===== src/rtl/cpu_pkg.sv =====
// cpu_pkg -- encodings shared between the instruction decoder and the
// T-state sequencer.
//   state_t : 6-bit sequencer state codes (the decoder drives one of the
//             *_T2 / T0_FETCH codes as the first post-decode state)
//   ADDR_*  : address-source selects driven on o_addr_sel
package cpu_pkg;

  typedef enum logic [5:0] {
    T0_FETCH  = 6'h00,
    T1_DECODE = 6'h01,
    ZPG_T2    = 6'h02,
    ABS_T2    = 6'h03,
    ABS_T3    = 6'h04,
    ZPGXY_T2  = 6'h05,
    ZPGXY_T3  = 6'h06,
    ABSXY_T2  = 6'h07,
    ABSXY_T3  = 6'h08,
    ABSXY_T4  = 6'h09,
    XIND_T2   = 6'h0A,
    XIND_T3   = 6'h0B,
    XIND_T4   = 6'h0C,
    XIND_T5   = 6'h0D,
    INDY_T2   = 6'h0E,
    INDY_T3   = 6'h0F,
    INDY_T4   = 6'h10,
    INDY_T5   = 6'h11,
    RMW_DUMMY = 6'h12,
    RMW_WB    = 6'h13,
    T2_BRK    = 6'h14,
    T2_JMP    = 6'h15,
    T2_STACK  = 6'h16,
    T2_BRANCH = 6'h17,
    S_EXT     = 6'h18,
    T_JAM     = 6'h19
  } state_t;

  localparam logic [2:0] ADDR_PC     = 3'd0;
  localparam logic [2:0] ADDR_ZP     = 3'd1;
  localparam logic [2:0] ADDR_ZPIDX  = 3'd2;
  localparam logic [2:0] ADDR_ABS    = 3'd3;
  localparam logic [2:0] ADDR_ABSIDX = 3'd4;
  localparam logic [2:0] ADDR_PTR    = 3'd5;
  localparam logic [2:0] ADDR_PTR1   = 3'd6;

endpackage


===== src/rtl/tstate_seq.sv =====
// tstate_seq -- per-instruction T-state sequencer.
// Walks fetch/decode, the addressing-mode cycles and the access cycle
// (read/load/store/rmw), hands control-flow opcodes to an external
// sequencer, and halts in T_JAM on an unknown first state.
// Ports:
//   i_clk, i_rst       clock, synchronous active-high reset
//   i_rdy              bus ready; low stalls read cycles only
//   i_initial_state    first post-decode state, sampled in T1_DECODE
//   i_single_byte      opcode has no operand byte (no PC inc in T1)
//   i_read/i_load/i_store/i_rmw  access class, one-hot
//   i_page_cross       effective-address carry (ABSXY_T3 / INDY_T4 only)
//   i_ext_done         external control-flow sequencer finished
//   o_state            current state code
//   o_sync, o_rw, o_addr_sel, o_pc_inc, o_ir_ld, o_ext_start, o_jam
// Build option: define PAGE_SKIP_EN to drop the index fix cycle for
// read/load when no page is crossed. Default build always takes it.
// State register is clocked; outputs are decoded from the state.
module tstate_seq
  import cpu_pkg::*;
(
  input  logic       i_clk,
  input  logic       i_rst,
  input  logic       i_rdy,
  input  logic [5:0] i_initial_state,
  input  logic       i_single_byte,
  input  logic       i_read,
  input  logic       i_load,
  input  logic       i_store,
  input  logic       i_rmw,
  input  logic       i_page_cross,
  input  logic       i_ext_done,
  output logic [5:0] o_state,
  output logic       o_sync,
  output logic       o_rw,
  output logic [2:0] o_addr_sel,
  output logic       o_pc_inc,
  output logic       o_ir_ld,
  output logic       o_ext_start,
  output logic       o_jam
);

  state_t     r_state;
  logic [2:0] r_rmw_addr;

  state_t     w_next;
  logic       w_rw, w_sync, w_pc_inc, w_ir_ld, w_ext_start, w_jam;
  logic [2:0] w_addr;
  logic       w_access;
  logic       w_stall;
  logic       w_skip_cond;
  logic       w_skip;

  assign w_skip_cond = (i_read | i_load) & ~i_page_cross;
`ifdef PAGE_SKIP_EN
  assign w_skip = w_skip_cond;
`else
  // Uniform timing: the fix cycle is always taken.
  assign w_skip = w_skip_cond & 1'b0;
`endif

  always_comb begin
    w_next      = r_state;
    w_rw        = 1'b1;
    w_addr      = ADDR_PC;
    w_sync      = 1'b0;
    w_pc_inc    = 1'b0;
    w_ir_ld     = 1'b0;
    w_ext_start = 1'b0;
    w_jam       = 1'b0;
    w_access    = 1'b0;
    case (r_state)
      T0_FETCH: begin
        w_sync   = 1'b1;
        w_ir_ld  = 1'b1;
        w_pc_inc = 1'b1;
        w_next   = T1_DECODE;
      end
      T1_DECODE: begin
        w_pc_inc = ~i_single_byte;
        case (i_initial_state)
          T0_FETCH, ZPG_T2, ABS_T2, ZPGXY_T2, ABSXY_T2, XIND_T2, INDY_T2,
          T2_BRK, T2_JMP, T2_STACK, T2_BRANCH:
            w_next = state_t'(i_initial_state);
          default: w_next = T_JAM;
        endcase
      end
      ZPG_T2:   begin w_addr = ADDR_ZP;     w_access = 1'b1; end
      ABS_T2:   begin w_pc_inc = 1'b1;      w_next = ABS_T3; end
      ABS_T3:   begin w_addr = ADDR_ABS;    w_access = 1'b1; end
      ZPGXY_T2: begin w_addr = ADDR_ZP;     w_next = ZPGXY_T3; end
      ZPGXY_T3: begin w_addr = ADDR_ZPIDX;  w_access = 1'b1; end
      ABSXY_T2: begin w_pc_inc = 1'b1;      w_next = ABSXY_T3; end
      ABSXY_T3: begin
        // Read at the unfixed index address; it is the real access only
        // when the fix cycle may be skipped.
        w_addr = ADDR_ABSIDX;
        if (w_skip) w_access = 1'b1;
        else        w_next   = ABSXY_T4;
      end
      ABSXY_T4: begin w_addr = ADDR_ABSIDX; w_access = 1'b1; end
      XIND_T2:  begin w_addr = ADDR_ZP;     w_next = XIND_T3; end
      XIND_T3:  begin w_addr = ADDR_PTR;    w_next = XIND_T4; end
      XIND_T4:  begin w_addr = ADDR_PTR1;   w_next = XIND_T5; end
      XIND_T5:  begin w_addr = ADDR_ABS;    w_access = 1'b1; end
      INDY_T2:  begin w_addr = ADDR_PTR;    w_next = INDY_T3; end
      INDY_T3:  begin w_addr = ADDR_PTR1;   w_next = INDY_T4; end
      INDY_T4: begin
        w_addr = ADDR_ABSIDX;
        if (w_skip) w_access = 1'b1;
        else        w_next   = INDY_T5;
      end
      INDY_T5:  begin w_addr = ADDR_ABSIDX; w_access = 1'b1; end
      RMW_DUMMY: begin w_addr = r_rmw_addr; w_rw = 1'b0; w_next = RMW_WB; end
      RMW_WB:    begin w_addr = r_rmw_addr; w_rw = 1'b0; w_next = T0_FETCH; end
      T2_BRK, T2_JMP, T2_STACK, T2_BRANCH: begin
        w_ext_start = 1'b1;
        w_next      = S_EXT;
      end
      S_EXT:   if (i_ext_done) w_next = T0_FETCH;
      T_JAM:   w_jam = 1'b1;
      default: w_next = T_JAM;
    endcase

    if (w_access) begin
      if (i_store) w_rw = 1'b0;
      w_next = i_rmw ? RMW_DUMMY : T0_FETCH;
    end

    // Not-ready only stalls read cycles; writes always complete.
    w_stall = w_rw & ~i_rdy;
    if (w_stall) begin
      w_next      = r_state;
      w_pc_inc    = 1'b0;
      w_ir_ld     = 1'b0;
      w_ext_start = 1'b0;
    end
  end

  always_ff @(posedge i_clk) begin
    if (i_rst) begin
      r_state    <= T0_FETCH;
      r_rmw_addr <= ADDR_PC;
    end else begin
      r_state <= w_next;
      // RMW dummy and write-back cycles reuse the access address.
      if (w_access && i_rmw && !w_stall) r_rmw_addr <= w_addr;
    end
  end

  // Reset forces a safe idle bus in the same cycle so an aborted write
  // never reaches memory.
  assign o_state     = r_state;
  assign o_rw        = w_rw | i_rst;
  assign o_addr_sel  = i_rst ? ADDR_PC : w_addr;
  assign o_sync      = w_sync      & ~i_rst;
  assign o_pc_inc    = w_pc_inc    & ~i_rst;
  assign o_ir_ld     = w_ir_ld     & ~i_rst;
  assign o_ext_start = w_ext_start & ~i_rst;
  assign o_jam       = w_jam       & ~i_rst;

endmodule


===== config.mk =====
export PLATFORM = sky130hd
export DESIGN_NAME = tstate_seq
export DESIGN_NICKNAME = d
export VERILOG_FILES = /design/src/rtl/cpu_pkg.sv /design/src/rtl/tstate_seq.sv
export SDC_FILE = /design/constraint.sdc
export NUM_CORES = 1
export LEC_CHECK = 0
export ABC_CLOCK_PERIOD_IN_PS = 1750
export BUFFER_PORTS_ARGS = -buffer_cell sky130_fd_sc_hd__buf_2
export CELL_PAD_IN_SITES_DETAIL_PLACEMENT = 2
export CELL_PAD_IN_SITES_GLOBAL_PLACEMENT = 2
export CORE_AREA = 3 3 70 72
export DETAILED_ROUTE_END_ITERATION = 12
export DIE_AREA = 0 0 73 75
export PLACE_DENSITY_LB_ADDON = 0.12
export SYNTH_ARGS = -nofsm -noshare
export SYNTH_HDL_FRONTEND = slang
export SYNTH_SLANG_ARGS = --single-unit

===== constraint.sdc =====
create_clock -name i_clk -period 1.75 [get_ports i_clk]
set_input_delay 0.175 -clock i_clk [delete_from_list [all_inputs] [get_ports i_clk]]
set_output_delay 0.175 -clock i_clk [all_outputs]
set_load 0.02 [all_outputs]

### Yosys cells after proc, flatten, opt, wreduce, memory -nomap -nowiden

Cells that the tools add are included.

* output and inout port bits: 15
* memory bits (writable): 0
* latch bits: 0
* bits in read-only memories: 0
* register bits after elaboration: 9
* logic and storage cells: 85
* memories kept: 0
* input port bits: 16

* bitwise logic cells: 11
* order comparisons: 0
* equal/unequal tests: 37
* multiplexer cells: 18
* multipliers: 0
* shift-type cells: 0
* $add $sub $neg: 0
* reductions and logical operators: 17
* div/mod/pow operators: 0

Operators by type and width (number)
* $pmux 6 s17: 1
* $eq 6x5->1 const B: 14
* $eq 6x4->1 const B: 10
* $eq 6x3->1 const B: 6
* $eq 6x2->1 const B: 4
* $pmux 3 s7: 1
* $mux 6: 3
* $logic_not 6->1: 2
* $reduce_or 11->1: 1
* $mux 1: 10
* $reduce_or 2->1: 4
* $reduce_or 4->1: 2
* $reduce_or 7->1: 1
* $and 1x1->1: 6
* $eq 6x1->1 const B: 1
* $reduce_or 3->1: 2
* $reduce_or 6->1: 1
* $mux 5: 1
* $not 1->1: 4
* $mux 3: 1
* $ne 3x3->1 const B: 1
* $reduce_and 3->1: 1
* $logic_and 1x1->1: 2
* $ne 2x1->1 const B: 1
* 3 further kinds: 3

### Depth between registers and ports, before layout

* depth after elaboration: 8
* depth in mapped cells: 7
* mapped depth without buffers: 5

### Worst setup path after synthesis

Ideal clock, no wire load.

* path type: register to output
* from: register r_state[3], in the netlist o_state[3]
* to: output port o_ir_ld
* path buffers: 1
* setup slack: -622 ps
* data required time: 1575 ps
* data arrival time: 2197 ps
* cell stages (with the launch flop): 5
* cell sequence: dfxtp_1 buf_6 or4_4 nor4_1 nor2b_1

* cells in the longest elaborated chain, start to end: 8
* elaborated cells on any way between the ends: 19
* classes of those cells: eq/ne (8); mux (6); bitwise (2); reduce/logical (3)

Ends and longest elaborated chain
* start, declared: line tstate_seq.sv:42 `state_t r_state;`
* start signal, assigned: line tstate_seq.sv:144 `r_state <= w_next;`
* $eq 6x5->1: line tstate_seq.sv:71 `case (r_state)`
* $reduce_or 2->1 (no source line)
* $mux 1: line tstate_seq.sv:71
* $mux 1: line tstate_seq.sv:125 `if (i_store) w_rw = 1'b0;`
* $mux 1: line tstate_seq.sv:124 `if (w_access) begin`
* $and 1x1->1: line tstate_seq.sv:130 `w_stall = w_rw & ~i_rdy;`
* $mux 1 *: line tstate_seq.sv:131 `if (w_stall) begin`
* $and 1x1->1 *: line tstate_seq.sv:157 `assign o_ir_ld = w_ir_ld & ~i_rst;`
* end, declared: line tstate_seq.sv:37 `output logic o_ir_ld,`

Every way passes the cells marked *; elsewhere a longest branch is shown, timed or not.

### Worst setup path in the final report

* from: register r_state[4], in the netlist o_state[4]
* to: output port o_ext_start

* cells in the longest elaborated chain, start to end: 8
* elaborated cells on any way between the ends: 23
* classes of those cells: eq/ne (12); mux (6); bitwise (2); reduce/logical (3)

Ends and longest elaborated chain
* $eq 6x5->1: line tstate_seq.sv:71
* $reduce_or 2->1 (no source line)
* $mux 1: line tstate_seq.sv:71
* $mux 1: line tstate_seq.sv:125
* $mux 1: line tstate_seq.sv:124
* $and 1x1->1: line tstate_seq.sv:130
* $mux 1 *: line tstate_seq.sv:131
* $and 1x1->1 *: line tstate_seq.sv:158 `assign o_ext_start = w_ext_start & ~i_rst;`
* end, declared: line tstate_seq.sv:38 `output logic o_ext_start,`

Marks and branches as above.

==> results.md <==
- Mux share of post-synthesis cell area: 0.933%
- Crit path setup slack, layout: -0.140 ns
- # rows: 24
- Worst r2r dst: o_state[2]$_SDFFE_PP0P_
- CTS Hold Buffers Added: 0
- Final Hold Fails: 0
- Footprint of the multi-input gates: 1070 um^2
- Yosys cell types: 48
- Max-slew violation count: 0
- I/O pins: 31
- Final ANT Viol Nets: 0
- Register area share after synthesis: 16.8%
- Overall die width: 73 um
- Final #Nets: 246
- Critical setup path kind: reg -> out
- Initial core utilization: 24.6%
- Worst EP arrival: 1.71 ns
- Buffers added on ports: 27
- Min cycle time layout: 1.89 ns
- Crit share post-route: 108%
- GRT Total Usage: 22.5%
- Number of synthesized register bits: 9
- Cell chain of the critical path: and2b_1 -> a31o_2 -> and3b_2 -> buf_12 -> nor3_2 -> buf_4
- HPWL after DPL: 4100 um
- Reg2Reg Depth: 8
- Seq. cell area: 200 um^2
- Max Buffers Root-to-Sink: 2
- Area share of fa/ha/maj cells after synthesis: 0%
- Hold path startpoint: i_rdy
- Area Overhead vs Synth: 93.8%
- Initial DRC count: 79
- Startpoint types: flip-flop
- Max-slew headroom: 61.1%
- Worst skew pair latency: 0.25 ns
- CP max-delay cell: dfxtp_4
- Clock sink total: 9
- Syn. warnings: 0
- Power Density: 1230 nW/um^2
- CP max stage delay: 0.38 ns
- F_max: 529 MHz
- Worst-margin pin slew: 0.577 ns
- Crit end category: primary output
- Final cell count without fillers: 281
- Synth Cell Area: 1070 um^2
- CTS H-tree lvls: 1
- Required time of the worst setup path: 1.57 ns
- Via/cell ratio: 5.58
- XOR/XNOR Fraction of Synth Area: 0.817%
- Pin count of the biggest net entering global routing: 19
- Syn_area_per_cell: 7.01 um^2
- Final setup fails: 12
- Total congestion overflow: 0
- Compound-Gate Fraction of Synth Area: 40.4%
- Clock transition at path regs: 0.06 ns
- VDD IR max: 384 uV
- Most frequent cells in the layout: buf_4, buf_2, nor2_1
- CTS tree: yes
- DR DRC count: 0
- DRT Wirelength: 6180 um
- Failing checks: negative setup slack
- Main synth FF type: dfxtp_1
- Core ar.: 4350 um^2
- Die Area: 5480 um^2
- Delay-heaviest family, CP: simple AND/OR/NAND/NOR gates
- Fin Hold WS: 0.138 ns
- Hold crit path type: in -> reg
- Total number of vias: 1569
- Static Leak: 0.852 nW
- Syn Inst Count: 153
- Worst hold stages: 2
- First-pass DRT Iterations: 4
- Vias in the first global route: 1708
- FF-to-FF Start: o_state[4]$_SDFFE_PP0P_
- Die H: 75 um
- RSZ-0062 raised after global routing: yes
- Buf/Inv on CP: 2
- EDFF count, synth: 0
- WL per Instance: 22.0 um
- Final GP Congestion: 0.817
- Status: complete, but fails checks
- Hold Path Sink: o_state[5]$_SDFFE_PP0P_
- # fillers: 483
- N_diodes: 0
- Share of cells above drive strength 1: 60.7%
- Async SR Flop Fraction: 0%
- Net Count, Synth: 169
- Simple-gate area share of the yosys netlist: 32.4%
- Total CTS buffers: 3
- CTS root buf: clkbuf_8
- Largest family of logic cells by synthesized area: compound AO/OA/AOI/OAI gates
- Reg2Reg Setup Slack: -0.08 ns
- Initial antenna violation count: 0
- First-pass GRT wire length: 9290 um
- Critical path fanouts, max: 6
- MaxCap Viol Count: 0
- Most common cell after layout, fill and taps aside: buf_4
- Placed cells: 257
- Worst Clk Skew: 0.00546 ns
[worst register-to-register path, cell delays in order, from the launching register on]
cell,delay (ns)
dfxtp_4,0.38
buf_12,0.14
nor2b_4,0.13
o2111ai_1,0.12
and3b_2,0.27
buf_12,0.15
buf_4,0.13
a2111oi_2,0.29
a31o_1,0.15
[what timing repair did]
action                                  in CTS  in global routing
endpoints found under the setup margin      17                 17
pin swaps                                   14                  9
setup buffers                               12                  8
resized for setup                           61                 17
[final cells by class]
cell class,count,area share [%]
inverters,10,1.99
flip-flops and latches,9,9.63
clock inverters,1,0.241
clock buffers,3,1.99
repair buffers,84,31.5
multi-input cells,122,51.5
well taps,52,3.13
[registers in the layout, summed over array words and instances (netlist names)]
register	count
r_rmw_addr	3
o_state	6
[how the worst max path moves through the flow]
| stage | start | endpoint | slack (ns) | cells past startpoint |
|---|---|---|---|---|
| 6_report | o_state[4]$_SDFFE_PP0P_ | o_ext_start | -0.14 | 6 |
| 5_1_grt | o_state[3]$_SDFFE_PP0P_ | o_pc_inc | -0.22 | 6 |
| 4_1_cts | o_state[4]$_SDFFE_PP0P_ | o_ext_start | -0.15 | 6 |
| 3_5_place_dp | o_state[2]$_SDFFE_PP0P_ | o_state[4]$_SDFFE_PP0P_ | -0.20 | 5 |
| 3_3_place_gp | o_state[2]$_SDFFE_PP0P_ | o_state[3]$_SDFFE_PP0P_ | -0.08 | 5 |
| 2_1_floorplan | o_state[4]$_SDFFE_PP0P_ | o_ir_ld | -0.05 | 4 |
[per-stage QoR]
stage	cell area [um^2]	utilization [%]	setup TNS, ns	setup slack [ns]	power [mW]
after floorplan	1120	-	-0.0575	-0.0478	1.11
after global placement	1550	35.6	-0.267	-0.0752	1.60
after detailed placement	1550	35.6	-1.20	-0.203	1.66
after CTS	1930	44.3	-0.814	-0.146	2.30
after global routing	2080	47.7	-2.19	-0.218	2.72
final	2080	47.7	-0.979	-0.140	2.56
[cells in the mapped netlist, types with 3 or more instances]
library cell / n / area (um^2)
clkbuf_1: 7 / 26.3
nor3_1: 9 / 45.0
nor2_1: 16 / 60.1
o21ai_0: 8 / 40.0
inv_1: 10 / 37.5
nor2b_1: 13 / 81.3
a21oi_1: 7 / 35.0
a211oi_1: 5 / 37.5
nor4_1: 3 / 18.8
a211o_1: 4 / 35.0
nand3_1: 3 / 15.0
nand2_1: 10 / 37.5
dfxtp_1: 9 / 180
o2111ai_1: 3 / 26.3
[routing by layer]
metal / vias to the layer above / routed length, um / GRT usage, %
met3: 10 / 111 / 1.74
met2: 26 / 3230 / 41.1
met5: - / 0 / 0
met1: 803 / 2730 / 27.3
li1: 730 / - / -
met4: 0 / 108 / 9.02
[kinds of logic after synthesis]
| group | count (synthesis) |
|---|---|
| AOI/OAI and AO/OA | 54 |
| xor gates and xnor gates | 1 |
| buffers and inverters | 22 |
| and+or+nand+nor | 66 |
| muxes | 1 |
| DFF | 9 |
[where the power goes]
part | leakage [nW] | switching, mW | total, mW | internal (mW)
combinational | 0.749 | 0.969 | 1.94 | 0.973
sequential | 0.0774 | 0.0936 | 0.352 | 0.258
clock | 0.0255 | 0.111 | 0.269 | 0.157
total | 0.852 | 1.17 | 2.56 | 1.39
No activity file was read; power rests on OpenSTA's default activity.
